File: config.mk
export PLATFORM = sky130hd
export DESIGN_NAME = uart_tx_fifo
export DESIGN_NICKNAME = d
export VERILOG_FILES = /design/src/rtl/uart_tx_fifo.sv
export SDC_FILE = /design/constraint.sdc
export NUM_CORES = 1
export LEC_CHECK = 0
export ABC_AREA = 1
export CAP_MARGIN = 10
export CELL_PAD_IN_SITES_DETAIL_PLACEMENT = 1
export CELL_PAD_IN_SITES_GLOBAL_PLACEMENT = 2
export CORE_MARGIN = 2
export CORE_UTILIZATION = 40
export DETAILED_ROUTE_END_ITERATION = 6
export PLACE_DENSITY = 0.9
export SYNTH_ARGS = -nofsm -noshare
export SYNTH_HDL_FRONTEND = slang
export SYNTH_SLANG_ARGS = --single-unit
File: constraint.sdc
create_clock -name clk -period 2.62 [get_ports clk]
set_clock_uncertainty 0.2 [all_clocks]
set_input_delay 0.262 -clock clk [delete_from_list [all_inputs] [get_ports clk]]
set_output_delay 0.262 -clock clk [all_outputs]
set_load 0.005 [all_outputs]
File: src/rtl/uart_tx_fifo.sv
// uart_tx_fifo: byte FIFO feeding an 8N1 UART transmitter.
//
// Input handshake: a byte is taken on any rising clk edge where in_valid and
// in_ready are both 1. in_valid may be raised or dropped at any time, and
// in_data only matters on a taking edge. in_ready comes from registered state
// only (count < DEPTH), so it never depends on in_valid or on a pop that
// happens in the same cycle.
//
// The serializer pops the head byte while idle. It then sends one start bit,
// eight data bits LSB first and one stop bit, each CLKS_PER_BIT cycles long.
// The line is driven from a register that lags the state register by one
// cycle, so the IDLE pop cycle shows up as one idle-high cycle between frames.
module uart_tx_fifo #(
    parameter int CLKS_PER_BIT = 234,
    parameter int DEPTH        = 16
) (
    input  logic                     clk,
    input  logic                     resetn,
    input  logic [7:0]               in_data,
    input  logic                     in_valid,
    output logic                     in_ready,
    output logic                     uart_tx,
    output logic                     busy,
    output logic [$clog2(DEPTH):0]   count
);

    localparam int AW = $clog2(DEPTH);
    localparam logic [AW:0] FULL_COUNT = (AW + 1)'(DEPTH);
    localparam logic [15:0] BIT_LAST   = 16'(CLKS_PER_BIT - 1);

    typedef enum logic [1:0] {
        IDLE  = 2'd0,
        START = 2'd1,
        DATA  = 2'd2,
        STOP  = 2'd3
    } state_t;

    state_t          state;
    state_t          state_next;
    logic [7:0]      mem [DEPTH];
    logic [AW-1:0]   wr_ptr;
    logic [AW-1:0]   rd_ptr;
    logic [7:0]      shift_reg;
    logic [7:0]      shift_next;
    logic [15:0]     bit_cnt;
    logic [15:0]     bit_cnt_next;
    logic [2:0]      bit_idx;
    logic [2:0]      bit_idx_next;
    logic            tx_next;
    logic            bit_done;
    logic            push;
    logic            pop;

    assign in_ready = (count < FULL_COUNT);
    assign push     = in_valid && in_ready;
    assign pop      = (state == IDLE) && (count != '0);
    assign busy     = (state != IDLE) || (count != '0);
    assign bit_done = (bit_cnt == BIT_LAST);

    // Byte storage; contents need no reset because count gates every read.
    always_ff @(posedge clk) begin
        if (resetn && push) begin
            mem[wr_ptr] <= in_data;
        end
    end

    // Pointers and occupancy; pointers wrap naturally at DEPTH (power of two).
    always_ff @(posedge clk) begin
        if (!resetn) begin
            wr_ptr <= '0;
            rd_ptr <= '0;
            count  <= '0;
        end else begin
            if (push) begin
                wr_ptr <= wr_ptr + 1'b1;
            end
            if (pop) begin
                rd_ptr <= rd_ptr + 1'b1;
            end
            case ({push, pop})
                2'b10:   count <= count + 1'b1;
                2'b01:   count <= count - 1'b1;
                default: count <= count;
            endcase
        end
    end

    // Serializer next-state, bit timing and line value for the current state.
    always_comb begin
        state_next   = state;
        shift_next   = shift_reg;
        bit_cnt_next = bit_cnt;
        bit_idx_next = bit_idx;
        tx_next      = 1'b1;
        case (state)
            IDLE: begin
                tx_next      = 1'b1;
                bit_cnt_next = '0;
                bit_idx_next = '0;
                if (pop) begin
                    shift_next = mem[rd_ptr];
                    state_next = START;
                end
            end
            START: begin
                tx_next = 1'b0;
                if (bit_done) begin
                    bit_cnt_next = '0;
                    state_next   = DATA;
                end else begin
                    bit_cnt_next = bit_cnt + 16'd1;
                end
            end
            DATA: begin
                tx_next = shift_reg[0];
                if (bit_done) begin
                    bit_cnt_next = '0;
                    shift_next   = {1'b0, shift_reg[7:1]};
                    if (bit_idx == 3'd7) begin
                        bit_idx_next = '0;
                        state_next   = STOP;
                    end else begin
                        bit_idx_next = bit_idx + 3'd1;
                    end
                end else begin
                    bit_cnt_next = bit_cnt + 16'd1;
                end
            end
            STOP: begin
                tx_next = 1'b1;
                if (bit_done) begin
                    bit_cnt_next = '0;
                    state_next   = IDLE;
                end else begin
                    bit_cnt_next = bit_cnt + 16'd1;
                end
            end
            default: begin
                state_next   = IDLE;
                bit_cnt_next = '0;
                bit_idx_next = '0;
            end
        endcase
    end

    // Serializer registers; reset aborts any frame and raises the line at once.
    always_ff @(posedge clk) begin
        if (!resetn) begin
            state     <= IDLE;
            shift_reg <= '0;
            bit_cnt   <= '0;
            bit_idx   <= '0;
            uart_tx   <= 1'b1;
        end else begin
            state     <= state_next;
            shift_reg <= shift_next;
            bit_cnt   <= bit_cnt_next;
            bit_idx   <= bit_idx_next;
            uart_tx   <= tx_next;
        end
    end

endmodule

==> Word-level counts from Yosys, hierarchy flattened <==
Memory sizes are Yosys's and may differ from the RTL's. A register that Yosys moved wholly into a read port is not among the register bits.
Cells that the tools add are included.
{ "word_totals": {"memories": 1, "ramBits": 128, "input_bits": 11, "reg_bits": 43, "output_inout_bits": 8} }
{ "op_classes": {"eq_ne": 12, "n_reduce_logical": 14, "order_cmp": 1, "muxes": 20, "add_sub_neg": 6} }
{ "memory_table": {"columns": ["memory", "depth", "word_bits", "read_ports", "rd_ports_with_merged_regs", "write_ports", "line_no", "text"], "rows": [
  ["mem", 16, 8, 1, 1, 1, "40", "logic [7:0] mem [DEPTH];"]
]} }
{ "ops": {"columns": ["operator", "count"], "rows": [
  ["one-hot mux 16 bit (2 select lines)", 1],
  ["adder 16 x 1 -> 16 bit (second input constant)", 1],
  ["equality test 16 x 8 -> 1 bit (second input constant)", 1],
  ["2-to-1 mux 16 bit", 1],
  ["2-to-1 mux 8 bit", 2],
  ["one-hot mux 8 bit (2 select lines)", 1],
  ["2-to-1 mux 2 bit", 5],
  ["!= test 2 bit (second input constant)", 5],
  ["one-hot mux 5 bit (2 select lines)", 1],
  ["adder 4 x 1 -> 4 bit (second input constant)", 2],
  ["2-to-1 mux 4 bit", 2],
  ["one-hot mux 2 bit (4 select lines)", 1],
  ["equality test 2 bit (second input constant)", 3],
  ["2-to-1 mux 3 bit", 2],
  ["one-hot mux 3 bit (2 select lines)", 1],
  ["nonzero test 2 bit", 3],
  ["adder 5 x 1 -> 5 bit (second input constant)", 1],
  ["< comparator 5 bit (second input constant)", 1],
  ["AND reduction 5 bit", 1],
  ["nonzero test 5 bit", 1],
  ["subtractor 5 x 1 -> 5 bit (second input constant)", 1],
  ["equality test 2 x 1 -> 1 bit (second input constant)", 2],
  ["adder 3 x 1 -> 3 bit (second input constant)", 1],
  ["equality test 3 bit (second input constant)", 1],
  ["9 further kinds", 12]
]} }

==> Logic depth before layout (Yosys ltp) <==
{ "logic_depth": {"depth_word": 5, "depth_mapped": 17, "depth_no_buf": 16} }

==> Worst setup path before layout <==
Ideal clock, no wire load.
{ "synth_path": {"kind": "reg-to-reg", "from": "register state[0]", "to": "register count[2]", "t_arrival_ns": 1.966, "synth_period_minus_slack_ns": 2.282, "path_slack_ns": 0.338, "stages_incl_launch_ff": 15, "t_required_ns": 2.305, "cell_sequence": "dfxtp_1 -> inv_1 -> ha_1 -> nand2_2 -> inv_1 -> ha_1 -> buf_2 -> xnor2_1 -> inv_1 -> ha_1 -> inv_1 -> nand2_1 -> xor2_1 -> o21ai_0 -> inv_1"} }
{ "synth_via": {"elab_chain_cells": 4, "word_cells_on_any_way": 6} }
{ "synth_lines": {"columns": ["element", "line_no", "text"], "rows": [
  ["start, declared", "38", "state_t state;"],
  ["start signal, assigned", "155", "state <= state_next;"],
  ["logical NOT 2 bit *", "56", "assign pop = (state == IDLE) && (count != '0);"],
  ["logical AND 1 bit *", "56", null],
  ["net pop", "52", "logic pop;"],
  ["equality test 2 x 1 -> 1 bit or equality test 2 bit (tied branches)", "80", "case ({push, pop})"],
  ["one-hot mux 5 bit (2 select lines) or nonzero test 2 bit (tied branches)", null, null],
  ["end signal, assigned", "81", "2'b10: count <= count + 1'b1;"],
  ["end signal, assigned", "82", "2'b01: count <= count - 1'b1;"],
  ["end signal, assigned", "83", "default: count <= count;"],
  ["end, declared", "24", "output logic [$clog2(DEPTH):0] count"]
]} }
The timed path passes the listed nets; every way through them passes the cells marked *.
A chain may end at the register's enable or synchronous reset.

==> Final worst setup path <==
{ "layout_path": {"from": "register state[1]", "to": "output port busy"} }
{ "layout_via": {"elab_chain_cells": 2} }
{ "layout_lines": {"columns": ["element", "line_no", "text"], "rows": [
  ["nonzero test 2 bit", "57", "assign busy = (state != IDLE) || (count != '0);"],
  ["logical OR 1 bit", "57", null],
  ["end, declared", "23", "output logic busy,"]
]} }
Every way passes these cells.

==> PnR_summary.wiki <==
{| class="wikitable"
! Metric !! Value
|-
| Setup repair after global routing missed its margin || no
|-
| Initial Util || 40.4%
|-
| Chip Width || 144 um
|-
| Per-cell routed wire length || 16.7 um
|-
| List of cells traversed by the critical path || inv_1 > ha_1 > inv_1 > nor2_1 > inv_1 > clkdlybuf4s50_1
|-
| Most frequent standard cell in the layout excluding fill and tap cells || sky130_fd_sc_hd__nand2_1
|-
| Number of buffers inserted for hold repair after clock tree synthesis || 0
|-
| Sequential fraction of the synthesis area || 61.3%
|-
| Layout net count || 897
|-
| Post-detailed-placement half-perimeter wirelength || 12,400 um
|-
| Number of placed instances with taps included || 1,117
|-
| Leakage power figure || 0.00363 uW
|-
| Total via count after detailed routing || 5,698
|-
| Max FO, Critical Path || 4
|-
| Vias/cell || 4.96
|-
| Global routing usage summed across all routing layers || 19.9%
|-
| Antenna diode count || 0
|-
| Synthesized area per cell || 9.34 sq um
|-
| Count of cell types in the netlist || 35
|-
| Nets in the synthesized netlist || 862
|-
| Largest net degree at the start of global routing || 68
|-
| PD cells || 938 nW/um^2
|-
| Family of cells with the greatest summed delay on the critical path || buffers and inverters
|-
| Largest register FFs || 128
|-
| Die Footprint || 20,700 sq um
|-
| Flops & latches, synth || 175
|-
| Overflow left after global routing || 0
|-
| Data arrival time at the worst-slack endpoint || 1.95 ns
|-
| Clock buffer count from CTS || 17
|-
| Commonest cells after routing, fill and taps aside || sky130_fd_sc_hd__nand2_1, sky130_fd_sc_hd__edfxtp_1, sky130_fd_sc_hd__nand3_1
|-
| Chip Height || 144 um
|-
| Share of the clock period used by the worst path after layout || 92.0%
|-
| Final setup slack of the worst path || 0.210 ns
|-
| Slew Viols, Final || 0
|-
| Root buf cell || sky130_fd_sc_hd__clkbuf_16
|-
| Result of the run || completed
|-
| Worst supply voltage drop on vdd || 0.557 mV
|-
| Slew at the pin closest to its max-slew limit || 0.768 ns
|-
| Count of TritonRoute iterations in the first routing pass || 4
|-
| CTS clock-pin slew for the worst setup and hold paths || 0.06 ns
|-
| Routed Wire Length || 19,200 um
|-
| Hold violation total from the final report || 0
|-
| Wire length of the first global-routing pass || 30,900 um
|-
| Number of cells produced by synthesis || 836
|-
| Most used cell along the critical path || sky130_fd_sc_hd__inv_1
|-
| Upper clock frequency limit || 415 MHz
|-
| I/O Buffers || 18
|-
| Relative slew slack || 48.8%
|-
| I/O pin total || 19
|-
| Required time at the endpoint of the critical path || 2.16 ns
|-
| Number of sinks on the clock net || 175
|-
| Total of warnings raised by yosys || 0
|-
| Critical path type || reg2out
|-
| H-tree depth || 4
|-
| Final critical delay including setup and external delays || 2.41 ns
|-
| Std-Cell Core Area || 19,300 sq um
|-
| Critical path's largest stage delay || 0.45 ns
|-
| Post-synthesis instance area || 7810 sq um
|-
| Final antenna-violating net count || 0
|-
| Worst-case clock buffer depth || 2
|-
| PnR Total Power || 8390 uW
|-
| TritonCTS clock tree || built
|-
| Number of max-cap violations || 0
|-
| Initial DRC count || 372
|-
| Worst hold path class || reg2reg
|-
| Final weighted congestion in routability-driven placement || 0.775
|-
| Crit end category || output port
|-
| Antenna violations before repair || 0
|-
| Final setup violating endpoints || 0
|-
| Number of cells in the finished layout apart from fillers || 1,149
|-
| Number of remaining DRC errors || 0
|-
| Setup slack at placement || 0.102 ns
|-
| Share of final-layout standard cells stronger than drive strength 1 || 8.71%
|-
| Area growth from synthesis to layout || 14.6%
|-
| Cell row count || 51
|-
| Insertion delay of the later-clocked pin in the worst-skew pair || 0.43 ns
|-
| Standard cell with the maximum stage delay on the critical path || sky130_fd_sc_hd__clkdlybuf4s50_1
|-
| Crit path buf inv count || 4
|-
| Worst hold margin || 0.266 ns
|-
| Launching element type of the critical path || register
|-
| Fin Setup TNS || 0 ns
|-
| Vias in the first global route || 5,939
|}
==> power by group <==
| part | leakage (uW) | internal [uW] | switching, uW |
|---|---|---|---|
| clock | 0.000265 | 1400 | 1050 |
| sequential | 0.00154 | 3150 | 117 |
| combinational | 0.00183 | 909 | 1770 |
==> worst register-to-register path, cell delays in order, from the launching register on <==
cell and delay, ns:
sky130_fd_sc_hd__dfxtp_1 0.36, sky130_fd_sc_hd__inv_1 0.08, sky130_fd_sc_hd__ha_1 0.26, sky130_fd_sc_hd__nand2_2 0.14
sky130_fd_sc_hd__inv_1 0.13, sky130_fd_sc_hd__ha_4 0.21, sky130_fd_sc_hd__xnor2_1 0.17, sky130_fd_sc_hd__inv_1 0.06
sky130_fd_sc_hd__ha_1 0.18, sky130_fd_sc_hd__inv_1 0.05, sky130_fd_sc_hd__nand2_1 0.07, sky130_fd_sc_hd__nand3_1 0.11
sky130_fd_sc_hd__nand2_1 0.06, sky130_fd_sc_hd__nand2_1 0.05, sky130_fd_sc_hd__nand3_1 0.06, sky130_fd_sc_hd__nand2_1 0.06
sky130_fd_sc_hd__inv_1 0.03
==> cell usage after synthesis <==
cell type / instances / share of area, %
sky130_fd_sc_hd__nand3_1: 108 / 6.9
sky130_fd_sc_hd__nor2_2: 4 / 0.32
sky130_fd_sc_hd__clkinv_1: 1 / 0.048
sky130_fd_sc_hd__clkbuf_1: 9 / 0.43
sky130_fd_sc_hd__xor2_1: 6 / 0.67
sky130_fd_sc_hd__inv_2: 4 / 0.19
sky130_fd_sc_hd__o21bai_1: 2 / 0.19
sky130_fd_sc_hd__o21ai_2: 1 / 0.11
sky130_fd_sc_hd__buf_4: 1 / 0.096
sky130_fd_sc_hd__or2_0: 1 / 0.080
sky130_fd_sc_hd__nor3b_1: 3 / 0.29
sky130_fd_sc_hd__buf_6: 4 / 0.58
sky130_fd_sc_hd__nor3_4: 1 / 0.21
sky130_fd_sc_hd__nand2_2: 3 / 0.24
sky130_fd_sc_hd__a21oi_1: 26 / 1.7
sky130_fd_sc_hd__nor4_1: 2 / 0.16
sky130_fd_sc_hd__a21oi_2: 2 / 0.22
sky130_fd_sc_hd__nor2_1: 78 / 3.7
sky130_fd_sc_hd__nor3_1: 9 / 0.58
sky130_fd_sc_hd__ha_1: 15 / 2.4
sky130_fd_sc_hd__nand4_1: 4 / 0.32
sky130_fd_sc_hd__buf_1: 1 / 0.048
sky130_fd_sc_hd__o21a_1: 1 / 0.096
sky130_fd_sc_hd__dfxtp_1: 47 / 12
sky130_fd_sc_hd__xnor2_1: 1 / 0.11
sky130_fd_sc_hd__buf_2: 16 / 1.0
sky130_fd_sc_hd__a211oi_1: 1 / 0.096
sky130_fd_sc_hd__o211ai_1: 4 / 0.38
sky130_fd_sc_hd__nand3_2: 1 / 0.13
sky130_fd_sc_hd__nand2_4: 2 / 0.29
sky130_fd_sc_hd__or2_2: 1 / 0.080
sky130_fd_sc_hd__o21ai_0: 13 / 0.83
sky130_fd_sc_hd__inv_1: 100 / 4.8
sky130_fd_sc_hd__nand2_1: 236 / 11
sky130_fd_sc_hd__edfxtp_1: 128 / 49
==> final cells by class <==
| type | instances | area (sq um) |
|---|---|---|
| fillers | 2208 | 10400 |
| flip-flops and latches | 175 | 4790 |
| multi-input cells | 525 | 2470 |
| clock buffers | 21 | 440 |
| repair buffers | 47 | 410 |
| inverters | 105 | 394 |
| well taps | 265 | 332 |
| clock inverters | 11 | 116 |
==> worst paths after layout <==
kind / slack, ns / cells after the start / startpoint / endpoint
setup / recovery: 0.21 / 6 / state[1] / busy
hold / removal: 0.27 / 2 / shift_reg[7] / shift_reg[7]
setup reg to reg: 0.25 / 16 / state[0] / count[4]
hold reg to reg: 0.27 / 2 / shift_reg[7] / shift_reg[7]
==> layer usage <==
| layer | GRT usage (%) | up-vias | wire length (um) | part of all wire, % |
|---|---|---|---|---|
| met3 | 4.07 | 35 | 589 | 3.1 |
| met2 | 34.1 | 75 | 9460 | 49 |
| met1 | 24.6 | 2797 | 8700 | 45 |
| met4 | 8.00 | 0 | 475 | 2.5 |
| met5 | 0 | - | 0 | 0 |
| li1 | - | 2791 | - | - |
==> kinds of logic (layout without fill, tap and decap cells) <==
group | after synthesis | count (layout) | share of synthesized area [%]
xor+xnor | 7 | 7 | 0.785
flops | 175 | 175 | 61.3
simple gates | 453 | 453 | 24.7
compound gates | 50 | 50 | 3.61
buf+inv | 136 | 184 | 7.23
fa+ha+maj | 15 | 15 | 2.40
==> stage by stage <==
step                      instance area (sq um)  util [%]
after global routing                       8950      46.3
after CTS                                  8940      46.2
after detailed placement                   8380      43.4
after global placement                     8380      43.4
final                                      8950      46.3
after floorplan                            7810         -
==> timing repair <==
item,CTS,global route
setup endpoints to repair,0,2
buffers inserted,0,0
resized for setup,0,2
(Power assumes the default switching activity.)
